==> src/rtl/chip_pkg.sv <==
// rtl/chip_pkg.sv - shared types and slot indices for the chip test sequencer
package chip_pkg;

  typedef enum logic [1:0] {
    ST_IDLE   = 2'd0,
    ST_LAUNCH = 2'd1,
    ST_WAIT   = 2'd2,
    ST_ACK    = 2'd3
  } ctrl_state_t;

  localparam int NUM_CHIPS_DEF = 8;

  // Checker slot order, also used by the top-level mux and LED decode
  localparam int CHIP_7400 = 0;
  localparam int CHIP_7404 = 1;
  localparam int CHIP_7408 = 2;
  localparam int CHIP_7432 = 3;
  localparam int CHIP_7486 = 4;
  localparam int CHIP_7402 = 5;
  localparam int CHIP_7410 = 6;
  localparam int CHIP_7420 = 7;

endpackage

==> src/rtl/chip_test_ctrl_if.sv <==
// rtl/chip_test_ctrl_if.sv - Run/Done/RSLT/DISP_RSLT handshake between sequencer and checkers
interface chip_test_ctrl_if #(
  parameter int NUM_CHIPS = 8
);
  logic [NUM_CHIPS-1:0] Chip_Done;
  logic [NUM_CHIPS-1:0] Chip_RSLT;
  logic [NUM_CHIPS-1:0] Chip_Run;
  logic                 DISP_RSLT;

  modport master (input Chip_Done, input Chip_RSLT, output Chip_Run, output DISP_RSLT);
  modport slave  (output Chip_Done, output Chip_RSLT, input Chip_Run, input DISP_RSLT);
endinterface

==> src/rtl/sat_counter.sv <==
// rtl/sat_counter.sv - up counter that sticks at all-ones
module sat_counter #(
  parameter int W = 8
) (
  input  logic         Clk,
  input  logic         Reset,
  input  logic         inc,
  output logic [W-1:0] q
);

  always_ff @(posedge Clk) begin
    if (Reset) begin
      q <= '0;
    end else if (inc && (q != {W{1'b1}})) begin
      q <= q + W'(1);
    end
  end

endmodule

==> src/rtl/chip_test_ctrl.sv <==
// rtl/chip_test_ctrl.sv - one-shot checker run with timeout and tallies; CHIP_TEST_CTRL_LOOP_EN adds pass-looping
module chip_test_ctrl
  import chip_pkg::*;
#(
  parameter int NUM_CHIPS      = NUM_CHIPS_DEF,
  parameter int SEL_W          = 3,
  parameter int TIMEOUT_CYCLES = 1024,
  parameter int CNT_W          = 8
) (
  input  logic             Clk,
  input  logic             Reset,
  input  logic             Start,
  input  logic [SEL_W-1:0] Chip_Sel,
`ifdef CHIP_TEST_CTRL_LOOP_EN
  input  logic             Loop,
`endif
  chip_test_ctrl_if.master chk,
  output logic             Busy,
  output logic             Pass_LED,
  output logic             Fail_LED,
  output logic             Timeout_LED,
  output logic [CNT_W-1:0] Pass_Count,
  output logic [CNT_W-1:0] Fail_Count
);

  localparam int TW = (TIMEOUT_CYCLES > 2) ? $clog2(TIMEOUT_CYCLES) : 1;

  ctrl_state_t          r_state;
  ctrl_state_t          w_next;
  logic                 r_start_q;
  logic [SEL_W-1:0]     r_sel;
  logic [TW-1:0]        r_tcnt;
  logic [NUM_CHIPS-1:0] r_run;
  logic                 r_disp;
  logic                 r_busy;
  logic                 r_pass_led;
  logic                 r_fail_led;
  logic                 r_tout_led;

  logic w_launch;
  logic w_sel_ok;
  logic w_done;
  logic w_rslt;
  logic w_tout;
  logic w_pass_inc;
  logic w_fail_inc;

  assign w_launch = Start & ~r_start_q;
  assign w_sel_ok = (32'(Chip_Sel) < NUM_CHIPS);
  assign w_done   = chk.Chip_Done[r_sel];
  assign w_rslt   = chk.Chip_RSLT[r_sel];
  assign w_tout   = (r_tcnt == TW'(TIMEOUT_CYCLES - 1));

  // Done beats timeout when both land in the same Wait cycle
  assign w_pass_inc = (r_state == ST_WAIT) &  w_done &  w_rslt;
  assign w_fail_inc = (r_state == ST_WAIT) & ((w_done & ~w_rslt) | (~w_done & w_tout));

  always_comb begin
    w_next = r_state;
    case (r_state)
      ST_IDLE:   if (w_launch && w_sel_ok) w_next = ST_LAUNCH;
      ST_LAUNCH: w_next = ST_WAIT;
      ST_WAIT: begin
        if (w_done)      w_next = ST_ACK;
        else if (w_tout) w_next = ST_IDLE;
      end
      ST_ACK: begin
`ifdef CHIP_TEST_CTRL_LOOP_EN
        w_next = (Loop && r_pass_led) ? ST_LAUNCH : ST_IDLE;
`else
        w_next = ST_IDLE;
`endif
      end
      default:   w_next = ST_IDLE;
    endcase
  end

  always_ff @(posedge Clk) begin
    if (Reset) begin
      r_state    <= ST_IDLE;
      r_start_q  <= 1'b0;
      r_sel      <= '0;
      r_tcnt     <= '0;
      r_run      <= '0;
      r_disp     <= 1'b0;
      r_busy     <= 1'b0;
      r_pass_led <= 1'b0;
      r_fail_led <= 1'b0;
      r_tout_led <= 1'b0;
    end else begin
      r_state   <= w_next;
      r_start_q <= Start;
      r_busy    <= (w_next != ST_IDLE);
      r_disp    <= (w_next == ST_ACK);
      r_run     <= (r_state == ST_LAUNCH) ? (NUM_CHIPS'(1) << r_sel) : '0;
      if (r_state == ST_IDLE && w_next == ST_LAUNCH) begin
        r_sel      <= Chip_Sel;
        r_pass_led <= 1'b0;
        r_fail_led <= 1'b0;
        r_tout_led <= 1'b0;
      end
      if (r_state == ST_LAUNCH) r_tcnt <= '0;
      if (r_state == ST_WAIT) begin
        r_tcnt <= r_tcnt + TW'(1);
        if (w_done) begin
          r_pass_led <= w_rslt;
          r_fail_led <= ~w_rslt;
        end else if (w_tout) begin
          r_fail_led <= 1'b1;
          r_tout_led <= 1'b1;
        end
      end
    end
  end

  sat_counter #(.W(CNT_W)) u_pass_cnt (.Clk(Clk), .Reset(Reset), .inc(w_pass_inc), .q(Pass_Count));
  sat_counter #(.W(CNT_W)) u_fail_cnt (.Clk(Clk), .Reset(Reset), .inc(w_fail_inc), .q(Fail_Count));

  assign chk.Chip_Run  = r_run;
  assign chk.DISP_RSLT = r_disp;
  assign Busy          = r_busy;
  assign Pass_LED      = r_pass_led;
  assign Fail_LED      = r_fail_led;
  assign Timeout_LED   = r_tout_led;

endmodule

==> src/flat_wrapper.sv <==
// flat-port wrapper written by rule: the top's interface ports become plain ports
module chip_test_ctrl_flat import chip_pkg::*;
#(
  parameter int NUM_CHIPS      = NUM_CHIPS_DEF,
  parameter int SEL_W          = 3,
  parameter int TIMEOUT_CYCLES = 1024,
  parameter int CNT_W          = 8
)
  (Clk, Reset, Start, Chip_Sel, Busy, Pass_LED, Fail_LED, Timeout_LED, Pass_Count, Fail_Count, chk_Chip_Done, chk_Chip_RSLT, chk_Chip_Run, chk_DISP_RSLT);
  chip_test_ctrl_if #(.NUM_CHIPS(NUM_CHIPS)) chk_i ();
  input  logic Clk;
  input  logic Reset;
  input  logic Start;
  input  logic [SEL_W-1:0] Chip_Sel;
  output logic Busy;
  output logic Pass_LED;
  output logic Fail_LED;
  output logic Timeout_LED;
  output logic [CNT_W-1:0] Pass_Count;
  output logic [CNT_W-1:0] Fail_Count;
  input wire logic [$bits(chk_i.Chip_Done)-1:0] chk_Chip_Done;
  input wire logic [$bits(chk_i.Chip_RSLT)-1:0] chk_Chip_RSLT;
  output wire logic [$bits(chk_i.Chip_Run)-1:0] chk_Chip_Run;
  output wire logic [$bits(chk_i.DISP_RSLT)-1:0] chk_DISP_RSLT;
  assign chk_i.Chip_Done = chk_Chip_Done;
  assign chk_i.Chip_RSLT = chk_Chip_RSLT;
  assign chk_Chip_Run = chk_i.Chip_Run;
  assign chk_DISP_RSLT = chk_i.DISP_RSLT;
  chip_test_ctrl #(.NUM_CHIPS(NUM_CHIPS), .SEL_W(SEL_W), .TIMEOUT_CYCLES(TIMEOUT_CYCLES), .CNT_W(CNT_W)) u_core (.Clk(Clk), .Reset(Reset), .Start(Start), .Chip_Sel(Chip_Sel), .chk(chk_i), .Busy(Busy), .Pass_LED(Pass_LED), .Fail_LED(Fail_LED), .Timeout_LED(Timeout_LED), .Pass_Count(Pass_Count), .Fail_Count(Fail_Count));
endmodule
==> config.mk <==
export PLATFORM = sky130hd
export DESIGN_NAME = chip_test_ctrl_flat
export DESIGN_NICKNAME = d
export VERILOG_FILES = /design/src/rtl/chip_pkg.sv /design/src/rtl/chip_test_ctrl_if.sv /design/src/rtl/sat_counter.sv /design/src/rtl/chip_test_ctrl.sv /design/src/flat_wrapper.sv
export SDC_FILE = /design/constraint.sdc
export NUM_CORES = 1
export LEC_CHECK = 0
export ABC_AREA = 1
export BUFFER_PORTS_ARGS = -buffer_cell sky130_fd_sc_hd__buf_2
export CORE_ASPECT_RATIO = 1.5
export CORE_MARGIN = 4
export CORE_UTILIZATION = 50
export CTS_CLUSTER_DIAMETER = 150
export DETAILED_ROUTE_END_ITERATION = 7
export PLACE_DENSITY = 0.75
export REMOVE_ABC_BUFFERS = 1
export SLEW_MARGIN = 20
export SYNTH_ARGS = -nofsm -noshare
export SYNTH_HDL_FRONTEND = slang
export SYNTH_SLANG_ARGS = --single-unit
export TNS_END_PERCENT = 20
==> constraint.sdc <==
create_clock -name Clk -period 2.6 [get_ports Clk]
set_input_delay 0.13 -clock Clk [delete_from_list [all_inputs] [get_ports Clk]]
set_output_delay 0.13 -clock Clk [all_outputs]
set_load 0.05 [all_outputs]
[After elaboration in Yosys (flattened, before gate mapping)]
Index checks and enable logic that the tools add are counted.
Word-level totals
  register bits: 45
  input bits: 22
  output and inout bits: 29
  logic and storage cells: 64
Cells by class
  add/subtract/negate cells: 3
  $lt $le $gt $ge: 1
  eq/ne operators: 8
  shifts and indexed selects: 1
  muxes and demuxes: 21
  bitwise operators: 11
  reductions and logical operators: 7
Operators with widths (count)
  2-to-1 mux 10 bit: 2
  adder 8 x 1 -> 8 bit (second input constant): 2
  inequality test 8 bit (second input constant): 2
  2-to-1 mux 1 bit: 13
  adder 10 x 1 -> 10 bit (second input constant): 1
  == test 10 bit (second input constant): 1
  one-hot mux 2 bit (4 select lines): 1
  left shift 1 x 3 -> 8 bit (first input constant): 1
  AND 1 bit: 6
  binary-select mux 1 bit (select 3 bit): 2
  == test 2 bit (second input constant): 3
  2-to-1 mux 2 bit: 3
  == test 2 x 1 -> 1 bit (second input constant): 2
  < comparator 3 x 4 -> 1 bit (second input constant): 1
  inverter 1 bit: 4
  nonzero test 2 bit: 2
  logical AND 1 bit: 3
  zero test 2 bit: 1
  OR reduction 2 bit: 1
  bitwise OR 1 bit: 1

[Depth between registers and ports, before layout]
  depth after elaboration: 10
  depth in mapped cells: 13
  gate-level depth less buffers: 12

[By module]
Synthesis repeated with hierarchy kept, for this count alone.
Second synthesis, totals
  cells, all modules: 345
  area total of the unflattened synthesis: 2327.2 sq um
By module, submodules not included
  chip_test_ctrl: instances 1, cells each 191, area each 1358.8 sq um, seq. area each 580.6 sq um
  sat_counter: instances 2, cells each 77, area each 484.2 sq um, seq. area each 160.2 sq um

[Worst setup path after synthesis]
Ideal clock, no wire load.
  path type: reg-to-reg
  from: reg u_core.u_fail_cnt.q[0]
  to: reg u_core.u_fail_cnt.q[2]
  library setup time: 0.072 ns
  arrival: 1.833 ns
  slack: 0.694 ns
  stages on the path, launching flop included: 8
  buffers on the path: 0
  cell sequence: dfxtp_1 > ha_1 > nand3_1 > nor3b_1 > nand2_2 > nand3_2 > nand2_1 > a21oi_1
On the way
  cells in the longest elaborated chain, start to end: 2
  elaborated cells on any way between the ends: 3
Ends and longest elaborated chain
  start, declared: line sat_counter.sv:8  | output logic [W-1:0] q
  start signal, assigned: line sat_counter.sv:15  | q <= q + W'(1);
  branches (longest 2 deep; another with adder 8 x 1 -> 8 bit)
Several ways; the timed one is not identified.
A chain may end at the register's enable or synchronous reset.

[Worst setup path after layout]
  from: reg u_core.r_state[1]
  to: reg u_core.r_tcnt[9]
On the way
  cells in the longest elaborated chain, start to end: 2
  elaborated cells on any way between the ends: 4
Ends and longest elaborated chain
  start, declared: line chip_test_ctrl.sv:28  | ctrl_state_t r_state;
  start signal, assigned: line chip_test_ctrl.sv:91  | r_state <= w_next;
  == test 2 bit / == test 2 x 1 -> 1 bit (equally long branches): line chip_test_ctrl.sv:103, chip_test_ctrl.sv:102
  2-to-1 mux 10 bit / nonzero test 2 bit (equally long branches)
  end signal, assigned: line chip_test_ctrl.sv:104  | r_tcnt <= r_tcnt + TW'(1);
  end, declared: line chip_test_ctrl.sv:32  | logic [TW-1:0] r_tcnt;
Parallel ways exist; a longest one is shown, timed or not.

==> impl_results.md <==
- Most frequent cells after synthesis: 67 x nand2_1, 45 x dfxtp_1, 36 x inv_1
- Predominant post-synthesis flop cell: dfxtp_1
- First-pass GRT wire length: ~8.5 mm
- #FFs+latches synth: 45
- Cells after Synth: 308
- Area growth from synthesis to layout: 17.5%
- Final TNS setup: 0 ns
- Gp weighted congestion: just over 0.8
- Final Skew: about 0.0074 ns
- Power Dens Cells: 553 nW/µm²
- Row cnt: 29
- Hold Path Class: in2reg
- Vias: 2089
- Post-DRT Antenna Nets: 0
- Antenna diodes: 0
- CTS Root Cell: clkbuf_8
- IO Pins: between 50 and 60
- Core area: between 4000 and 5000 µm²
- WP data arrival: 2.08 ns
- WL final: between 4 and 5 mm
- Clock transition at the registers of the reported paths: 0.07 ns
- CP required: 2.82 ns
- Setup Buffers After CTS: 0
- Vias in the first global route: 2075
- DR pass1 iterations: 4
- Leak: 1.26 nW
- CP bufs+invs: 2
- DP Area: around 2600 µm²
- CP Capture Type: flip-flop
- Effective utilization at floorplan: 0.529
- Synthesis Warnings: 0
- # setup viols final: 0
- Share of cells above drive strength 1: 0.252
- TritonCTS Buffers: 5
- Largest net degree at the start of global routing: 20
- DR iter-0 viols: 101
- Slowest stage delay, CP: around 0.39 ns
- Slew of the pin with the lowest slew margin: 0.462 ns
- Setup WS pre-CTS: 0.781 ns
- Max IR drop VDD: 426 µV
- CP Cell Sequence: inv_1, ha_1, nand2_1, inv_1, nand3_1, nor3b_2, nand2_1, nor2_1, o21ai_0, a21oi_1
- RSZ-0062 raised after global routing: no
- Critical Path Slowest Stage Cell: ha_1
- Crit path max fanout: 7
- Slew headroom: 0.692
- Cell accounting for the most synthesized area: dfxtp_1
- Avg WL per Cell: roughly 12 µm
- Count leader, synth: nand2_1
- Port bufs: 50
- Top cell type's share of synthesized area: 0.395
- Die area: 5730 µm²
- Post-synthesis sequential area ratio: 0.395
- H-Tree Depth: 2
- Post-synth EDFFs: 0
- Hold buffers post-CTS: 0
- Max Slew Vio Count: 0
- Post-Syn Area: between 2000 and 2500 µm²
- Status: complete, no violations
- CP startpoint kind: flip-flop
- Top cells by area, synth: dfxtp_1 39%, nand2_1 11%, inv_1 5.9%
- Syn Area/Cell: 7.41 µm²
- Dpl hpwl: 3.66 mm
- Initial antenna violation count: 0
- Grt ovf: 0
- Fin. Hold Viols: 0
- Tmin final: 1.86 ns
- Post-Layout Inst Area: about 2700 µm²
- Worst setup margin: 0.737 ns
- Clk sinks: 45
- Max-cap violations: 0
- Critical path class: reg2reg
- Avg Vias per Cell: slightly above 5
- DRC: 0
- Cell family with most CP delay: simple AND/OR/NAND/NOR gates
- Maximum buffer depth of the clock tree: 2
- Width of the die: 63.2 µm
- Worst-Skew Late Latency: 0.29 ns
- CTS tree: done
- Cts repair resizes: 0
- Count of cell types in the netlist: 33
- F_max: 537 MHz
- Tot GR Track Use: 0.178
- Die Ht: 90.8 µm
- Nets: 388
- Async set or reset register ratio after synthesis: 0
- Part of the cycle the worst path needs: 0.716
## registers in the layout, summed over array words and instances (netlist names)
| name | flops |
|---|---|
| u_core.Busy | 1 |
| u_core.Fail_LED | 1 |
| u_core.Pass_LED | 1 |
| u_core.Timeout_LED | 1 |
| u_core.chk.Chip_Run | 8 |
| u_core.chk.DISP_RSLT | 1 |
| u_core.r_sel | 3 |
| u_core.r_start_q | 1 |
| u_core.r_state | 2 |
| u_core.r_tcnt | 10 |
| u_core.u_fail_cnt.q | 8 |
| u_core.u_pass_cnt.q | 8 |
## power by group
group / switching, mW / total (mW) / internal [mW]
Sequential: 0.0193 / 0.723 / 0.704
Clock: 0.223 / 0.536 / 0.313
Combinational: 0.154 / 0.224 / 0.0708
Total: 0.396 / 1.48 / 1.09
## cells by family (layout without fill, tap and decap cells)
kind of cell | count (synthesis) | in the layout | synth area share
flops | 45 | 45 | 0.395
simple gates | 156 | 156 | 0.333
compound gates | 45 | 45 | 0.115
buf+inv | 45 | 98 | 0.0833
xor+xnor | 11 | 11 | 0.0422
fa+ha+maj | 6 | 6 | 0.0329
## cells in the final DEF, fill, tap and decap left out, types with 3 or more instances in the layout
master,count
nand3_1,18
xor2_1,8
xnor2_1,3
nand2_1,67
clkbuf_8,6
nand4_1,9
nand2_2,15
nor2_1,29
dfxtp_1,45
a21oi_1,24
inv_1,36
a21oi_2,6
nor3_1,7
o21ai_0,9
ha_1,6
buf_2,50
## stage by stage
stage | hold slack (ns) | power, mW | std cells | utilization
floorplan | 0.192 | 0.903 | 302 | -
global placement | 0.343 | 0.959 | 399 | 0.595
detailed placement | 0.353 | 0.964 | 399 | 0.595
CTS | 0.0469 | 1.50 | 407 | 0.622
global route | 0.0697 | 1.56 | 407 | 0.622
finish | 0.0503 | 1.48 | 407 | 0.622
## final timing paths
| path | from | endpoint | slack [ns] | cells after the start |
|---|---|---|---|---|
| setup reg to reg | u_core.r_state[1] | u_core.r_tcnt[9] | 0.74 | 10 |
| hold / removal | Start | u_core.r_start_q | 0.05 | 3 |
| setup / recovery | u_core.r_state[1] | u_core.r_tcnt[9] | 0.74 | 10 |
| hold reg to reg | u_core.Timeout_LED | u_core.Timeout_LED | 0.48 | 2 |
## worst register-to-register path, cell delays in order (launching register included)
cell and delay (ns):
dfxtp_1 0.38, inv_1 0.08, ha_1 0.39, nand2_1 0.07, inv_1 0.07, nand3_1 0.10
nor3b_2 0.22, nand2_1 0.11, nor2_1 0.13, o21ai_0 0.09, a21oi_1 0.15
## per-layer routing
metal  part of all wire  wire length [µm]  vias to the layer above  global-route usage
li1                   -                 -                     1092                   -
met1               0.42              2010                      939               0.196
met2               0.52              2490                       52               0.330
met3              0.047               223                        6              0.0336
met4              0.012                57                        0              0.0667
met5                  0                 0                        -                   0
## final cells by class
cell class / count / area, µm²
Clock buffer: 7 / 86.3
Clock inverter: 1 / 30.0
Fill cell: 407 / 1630
Inverter: 39 / 159
Multi-Input combinational cell: 218 / 1190
Sequential cell: 45 / 901
Tap cell: 46 / 57.6
Timing Repair Buffer: 51 / 258
(Power assumes the default switching activity.)
